===== src/rtl/axi_lite_slave_regs.sv =====
// AXI4-Lite slave exposing NUM_REGS 32-bit byte-strobed registers.
// Independent write (W_IDLE/W_RESP) and read (R_IDLE/R_DATA) FSMs; all outputs registered.
module axi_lite_slave_regs #(
  parameter int          NUM_REGS  = 4,
  parameter logic [31:0] RESET_VAL = 32'h0000_0000
) (
  input  logic        ACLK,
  input  logic        ARESET,
  input  logic        AWVALID,
  output logic        AWREADY,
  input  logic [31:0] AWADDR,
  input  logic [2:0]  AWPROT,
  input  logic        WVALID,
  output logic        WREADY,
  input  logic [31:0] WDATA,
  input  logic [3:0]  WSTRB,
  output logic        BVALID,
  input  logic        BREADY,
  output logic [1:0]  BRESP,
  input  logic        ARVALID,
  output logic        ARREADY,
  input  logic [31:0] ARADDR,
  input  logic [2:0]  ARPROT,
  output logic        RVALID,
  input  logic        RREADY,
  output logic [31:0] RDATA,
  output logic [1:0]  RRESP
);

  localparam int          IW         = (NUM_REGS > 1) ? $clog2(NUM_REGS) : 1;
  localparam logic [31:0] ADDR_LIMIT = 32'(4 * NUM_REGS);
  localparam logic [1:0]  RESP_OKAY  = 2'b00;
  localparam logic [1:0]  RESP_SLV   = 2'b10;

  typedef enum logic {W_IDLE, W_RESP} w_state_t;
  typedef enum logic {R_IDLE, R_DATA} r_state_t;

  logic [31:0] regs [NUM_REGS];

  w_state_t    w_state;
  logic        aw_held, w_held;
  logic [31:0] aw_addr_q, w_data_q;
  logic [3:0]  w_strb_q;

  logic          aw_hs, w_hs, wr_in_range;
  logic [31:0]   wr_addr, wr_data;
  logic [3:0]    wr_strb;
  logic [IW-1:0] wr_idx;

  r_state_t      r_state;
  logic          ar_in_range;
  logic [IW-1:0] ar_idx;

  logic unused_prot;
  assign unused_prot = ^{AWPROT, ARPROT};

  // A beat arriving on the completing edge is used directly; an earlier beat comes from the hold regs.
  always_comb begin
    aw_hs       = AWVALID && AWREADY;
    w_hs        = WVALID && WREADY;
    wr_addr     = aw_hs ? AWADDR : aw_addr_q;
    wr_data     = w_hs ? WDATA : w_data_q;
    wr_strb     = w_hs ? WSTRB : w_strb_q;
    wr_in_range = (wr_addr < ADDR_LIMIT);
    wr_idx      = wr_addr[IW+1:2];
    ar_in_range = (ARADDR < ADDR_LIMIT);
    ar_idx      = ARADDR[IW+1:2];
  end

  always_ff @(posedge ACLK or posedge ARESET) begin
    if (ARESET) begin
      w_state   <= W_IDLE;
      AWREADY   <= 1'b0;
      WREADY    <= 1'b0;
      BVALID    <= 1'b0;
      BRESP     <= RESP_OKAY;
      aw_held   <= 1'b0;
      w_held    <= 1'b0;
      aw_addr_q <= '0;
      w_data_q  <= '0;
      w_strb_q  <= '0;
      for (int i = 0; i < NUM_REGS; i++) regs[i] <= RESET_VAL;
    end else begin
      case (w_state)
        W_IDLE: begin
          if ((aw_held || aw_hs) && (w_held || w_hs)) begin
            if (wr_in_range) begin
              for (int b = 0; b < 4; b++)
                if (wr_strb[b]) regs[wr_idx][8*b +: 8] <= wr_data[8*b +: 8];
            end
            BRESP   <= wr_in_range ? RESP_OKAY : RESP_SLV;
            BVALID  <= 1'b1;
            AWREADY <= 1'b0;
            WREADY  <= 1'b0;
            aw_held <= 1'b0;
            w_held  <= 1'b0;
            w_state <= W_RESP;
          end else begin
            if (aw_hs) begin
              aw_held   <= 1'b1;
              aw_addr_q <= AWADDR;
            end
            if (w_hs) begin
              w_held   <= 1'b1;
              w_data_q <= WDATA;
              w_strb_q <= WSTRB;
            end
            AWREADY <= !(aw_held || aw_hs);
            WREADY  <= !(w_held || w_hs);
          end
        end
        W_RESP: begin
          if (BREADY) begin
            BVALID  <= 1'b0;
            AWREADY <= 1'b1;
            WREADY  <= 1'b1;
            w_state <= W_IDLE;
          end
        end
        default: w_state <= W_IDLE;
      endcase
    end
  end

  // Sampling regs with <= yields the pre-write value when a write lands on the same edge.
  always_ff @(posedge ACLK or posedge ARESET) begin
    if (ARESET) begin
      r_state <= R_IDLE;
      ARREADY <= 1'b0;
      RVALID  <= 1'b0;
      RDATA   <= '0;
      RRESP   <= RESP_OKAY;
    end else begin
      case (r_state)
        R_IDLE: begin
          if (ARVALID && ARREADY) begin
            RVALID  <= 1'b1;
            ARREADY <= 1'b0;
            RDATA   <= ar_in_range ? regs[ar_idx] : 32'h0;
            RRESP   <= ar_in_range ? RESP_OKAY : RESP_SLV;
            r_state <= R_DATA;
          end else begin
            ARREADY <= 1'b1;
          end
        end
        R_DATA: begin
          if (RREADY) begin
            RVALID  <= 1'b0;
            ARREADY <= 1'b1;
            r_state <= R_IDLE;
          end
        end
        default: r_state <= R_IDLE;
      endcase
    end
  end

endmodule


===== config.mk =====
export PLATFORM = sky130hd
export DESIGN_NAME = axi_lite_slave_regs
export DESIGN_NICKNAME = d
export VERILOG_FILES = /design/src/rtl/axi_lite_slave_regs.sv
export SDC_FILE = /design/constraint.sdc
export NUM_CORES = 1
export LEC_CHECK = 0
export CORE_MARGIN = 2
export CORE_UTILIZATION = 35
export DETAILED_ROUTE_END_ITERATION = 6
export SYNTH_ARGS = -nofsm -noshare
export SYNTH_HDL_FRONTEND = slang
export SYNTH_SLANG_ARGS = --single-unit
export TNS_END_PERCENT = 10

===== constraint.sdc =====
create_clock -name ACLK -period 26.2 [get_ports ACLK]
set_clock_uncertainty 0.1 [all_clocks]
set_input_delay 5.24 -clock ACLK [delete_from_list [all_inputs] [get_ports ACLK]]
set_output_delay 5.24 -clock ACLK [all_outputs]
set_load 0.05 [all_outputs]

Word level (Yosys, flattened, before mapping). Cells that the tools add are included.

Register bits: 241. Bits of input ports: 113. Output and inout bits: 41. Word-level logic and storage cells: 110.

Magnitude comparators: 5. Eq/ne operators: 4. Muxes and demuxes: 58. Bitwise gates (word level): 5. Reduce and logical (&&, ||, !) cells: 19.

Operator list (count): $mux W128 (13); $bwmux W128 (4); $demux W32 S2 (4); $mux W32 (6); $bmux W32 S2 (1); $lt A32 B5 Y1 const B (2); $mux W24 (1); $mux W1 (17); $mux W16 (1); $pmux W1 S2 (7); $reduce_and A2 Y1 (7); $mux W8 (1); $ne A2 B2 Y1 const B (4); $ge A3 B3 Y1 const B (2); $not A2 Y3 (2); $logic_and A1 B1 Y1 (5); $mux W2 (2); $mux W4 (1); $reduce_bool A2 Y1 (2); $lt A3 B1 Y1 const B (1); $not A1 Y1 (3); $reduce_and A3 Y1 (1); $logic_not A1 Y1 (2); $logic_or A1 B1 Y1 (2).

Longest topological paths before layout.
Depth in word-level cells: 24. Mapped depth: 7. Gate-level depth less buffers: 5.

Worst setup path before layout. OpenSTA, ideal clock, no wires.

Kind: input to register. From: input port AWADDR[5]. To: register regs[34] (netlist bit). Setup time: 0.125 ns. Arrival: 6.620 ns. Required time: 25.975 ns. Slack: 19.355 ns. Cell stages on the path: 7. Path buffers: 2. Path through: nor4_1 > nand4_1 > mux2i_4 > buf_4 > and3_1 > buf_6 > mux2_2.

Word-level cells in the longest chain between the ends: 3.

Ends and longest elaborated chain: start: declaration (RTL line 11) `input logic [31:0] AWADDR,`; $mux W32; $lt A32 B5 Y1 (RTL line 64) `wr_in_range = (wr_addr < ADDR_LIMIT);`; $reduce_and A3 Y1 (no line); end signal: indexed assignment (RTL line 89) `if (wr_strb[b]) regs[wr_idx][8*b +: 8] <= wr_data[8*b +: 8];`; end: declaration (RTL line 38) `logic [31:0] regs [NUM_REGS];`.

No other way between the ends. A chain may end at the register's enable or synchronous reset.

Worst setup path in the final report.
From: input port WVALID. To: register regs[70] (netlist bit).

Word-level cells in the longest chain between the ends: 19. Elaborated cells on any way between the ends: 23. Those cells by class: mux (19); reduce/logical (4).

Ends and longest elaborated chain: start: declaration (RTL line 13) `input logic WVALID,`; $logic_and A1 B1 Y1 * (RTL line 60) `w_hs = WVALID && WREADY;`; $mux W32; $bwmux W128 (RTL line 89); $mux W128 (RTL line 89); $mux W128 (RTL line 87) `if (wr_in_range) begin`; $mux W128 (RTL line 86) `if ((aw_held || aw_hs) && (w_held || w_hs)) begin`; $mux W128 (RTL line 84) `case (w_state)`; $bwmux W128 (RTL line 89); [3 not listed]; $mux W128 (RTL line 84); $bwmux W128 (RTL line 89); $mux W128 (RTL line 89); $mux W128 (RTL line 87); $mux W128 (RTL line 86); $mux W128 (RTL line 84); $bwmux W128 (RTL line 89); $mux W128 (RTL line 89).

Mark *: on every way between the ends. The rest lies on a longest branch, timed or not. The select of a mux whose other input is x is not followed.

==> impl_metrics.py <==
metrics = {
    "setup_path": {
        "worstPathMaxFanout": 38,
        "r2r_end": "regs[70]$_DFFE_PP0P_",
        "path_class": "in2reg",
        "critPathArrivalTime_ns": 8.17,
        "ff2ff_path_depth": 5,
        "critPathCaptureType": "flop",
        "start_kind": "input port",
        "r2r-start": "WREADY$_DFFE_PP0P_",
        "r2r_slack_ns": 23.15,
        "crit_required_ns": 26.51,
    },
    "timing": {
        "worstMarginPinSlew_ns": 1.12,
        "hold_viol_final": 0,
        "relSlewSlack_pct": 25.3,
        "fmax_mhz": 127,
        "whs_ns": 0.372,
        "slew_violations": 0,
        "setup_slack_ns": 18.34,
        "setup_viol": 0,
        "finalSetupTns_ns": 0,
        "fin_crit_sh_pct": 30.0,
        "fin_crit_ns": 7.86,
        "rsz0062_at_grt": "no",
    },
    "cts": {
        "cts_max_level": 1,
        "clock_path_buffers": 3,
        "cts_resized": 0,
        "holdBufCountCts": 0,
        "clock-sinks": 237,
        "cts_inserted_buffers": 27,
        "insertion_delay_ns": 0.53,
        "clkTransAtPathRegs_ns": 0.06,
        "post-cts-setup-buffers": 0,
        "cts_tree": "built",
        "cts_root_buf": "clkbuf_16",
    },
    "yosys": {
        "synthArstFlopShare_pct": 100,
        "avgSynthCellArea_um2": 14.1,
        "ys.flop_type": "dfrtp_1",
        "yosysSeqAreaShare_pct": 55.5,
        "synth.cell_area_um2": 10700,
        "yosys_warnings": 0,
        "synth-edff-count": 0,
        "synth_cells": 756,
        "yosys_register_bits": 237,
        "synth.distinct_cells": 40,
    },
    "drt": {
        "totalWireLength_mm": 23.2,
        "vias": 6412,
        "first_pass_iters": 4,
        "drt-wirelength-per-cell_um": 17.9,
        "ant_nets": 0,
        "remaining_drc_errors": 0,
        "via_per_inst": 4.93,
        "drtIter0Drc": 301,
    },
    "placed_design": {
        "globalplace.congestion": 0.731,
        "port-buffer-count": 141,
        "place_hpwl_mm": 15.2,
        "place_ws_ns": 17.68,
    },
    "floorplanning": {
        "start_util_pct": 35.8,
        "rows": 63,
        "coreArea_um2": 29900,
        "num_io_pins": 154,
        "die_y_um": 179,
        "dieArea_um2": 31900,
        "die_x_um": 179,
    },
    "finish": {
        "num-nets-final": 1001,
        "fill_cells": 2703,
        "final_cell_mix": "dfrtp_1, mux2_2, clkdlybuf4s50_1",
        "drive_gt1_share_pct": 32.5,
        "area_growth_pct": 24.4,
        "final_common_cell": "dfrtp_1",
    },
    "grt": {
        "grt_pass1_wl_mm": 37.2,
        "grt_usage_pct": 14.9,
        "antenna_found_initial": 0,
        "grt_max_degree": 104,
        "grt_overflow": 0,
        "grt_pass1_vias": 6761,
    },
    "worst_hold_path": {
        "hold_depth": 2,
        "min_to": "RVALID$_DFFE_PP0P_",
        "hp-start": "RVALID$_DFFE_PP0P_",
        "hp-class": "reg2reg",
    },
    "power_and_ir_drop": {
        "p_per_area_nw_per_um2": 83.1,
        "ir_drop_mv": 0.0431,
        "leakagePower_nw": 5.83,
    },
    "flow_run": {
        "maxCapViolCount": 0,
    },
    "outcome": {
        "run_status": "completed",
    },
}
[layout make-up]
| cell class | instances | area (um^2) | area share (%) |
|---|---|---|---|
| repair buffers | 148 | 1460 | 11.0 |
| multi-input cells | 436 | 4330 | 32.6 |
| clock inverters | 5 | 62.6 | 0.471 |
| clock buffers | 45 | 863 | 6.50 |
| flip-flops and latches | 237 | 5930 | 44.6 |
| well taps | 390 | 488 | 3.67 |
| inverters | 38 | 150 | 1.13 |
| diodes | 1 | 2.50 | 0.0188 |
[report_power, final]
group          internal, W  switching [W]  leakage [nW]  total, W
registers         0.000427      0.0000359          3.14  0.000462
logic             0.000127       0.000134          2.24  0.000261
clock network     0.000234       0.000147         0.455  0.000381
[flip-flops by register name, summed over array words and instances, names as in the netlist]
| name | flops |
|---|---|
| ARREADY | 1 |
| AWREADY | 1 |
| BRESP | 1 |
| BVALID | 1 |
| RDATA | 32 |
| RRESP | 1 |
| RVALID | 1 |
| WREADY | 1 |
| aw_addr_q | 30 |
| aw_held | 1 |
| r_state | 1 |
| regs | 128 |
| w_data_q | 32 |
| w_held | 1 |
| w_state | 1 |
| w_strb_q | 4 |
[worst max path at each step]
stage | from | to | cells after the start
6_report | WVALID | regs[70]$_DFFE_PP0P_ | 6
5_1_grt | WVALID | regs[67]$_DFFE_PP0P_ | 6
4_1_cts | WVALID | regs[67]$_DFFE_PP0P_ | 6
3_5_place_dp | WVALID | regs[68]$_DFFE_PP0P_ | 6
3_3_place_gp | WVALID | regs[70]$_DFFE_PP0P_ | 6
2_1_floorplan | ARESET | ARREADY$_DFFE_PP0P_ | 1
[worst max-delay path: stages]
cell and delay (ns):
clkdlybuf4s50_1 0.53, nand2_2 0.87, a31oi_1 0.34, nor3_1 0.24, and3_1 0.59, mux2_4 0.35
[metal layers]
metal  GRT usage, %  vias up  routed length (um)
met2           24.1      138               10800
met5              0        -                   0
li1               -     2998                   -
met4           3.22        0                 308
met1           20.9     3247               10600
met3           3.03       29                1550
[through the flow]
stage	cell area, um^2	instances	total power (W)	utilization, %
2_1_floorplan	10700	757	0.000653	-
3_3_place_gp	12400	1249	0.000727	41.4
3_5_place_dp	12400	1249	0.000733	41.4
4_1_cts	13300	1299	0.00112	44.5
5_1_grt	13300	1299	0.00117	44.5
6_report	13300	1300	0.00110	44.5
[Yosys cell counts (all sizes together) (4+ instances only)]
| master | instances | share of area [%] |
|---|---|---|
| mux4 | 32 | 6.7 |
| buf | 35 | 2.4 |
| nor2 | 10 | 0.37 |
| mux2 | 226 | 24 |
| a21oi | 4 | 0.19 |
| inv | 38 | 1.3 |
| and3 | 20 | 1.2 |
| dfrtp | 237 | 56 |
| a31oi | 7 | 0.47 |
| o21ai | 36 | 1.9 |
| nor3 | 18 | 0.84 |
| nand4 | 4 | 0.23 |
| nor4 | 19 | 1.1 |
| clkbuf | 11 | 0.39 |
| nand2 | 41 | 1.5 |
[logic make-up (layout without fill, tap and decap cells)]
kind of cell           count (synthesis)  after routing  share of synthesized area, %
AOI/OAI and AO/OA                     53             53                          2.99
buffers and inverters                 84            236                          4.11
DFF                                  237            237                          55.5
muxes                                259            259                          31.4
other                                  1              3                        0.0351
and+or+nand+nor                      122            122                          5.91
(Power assumes the default switching activity.)
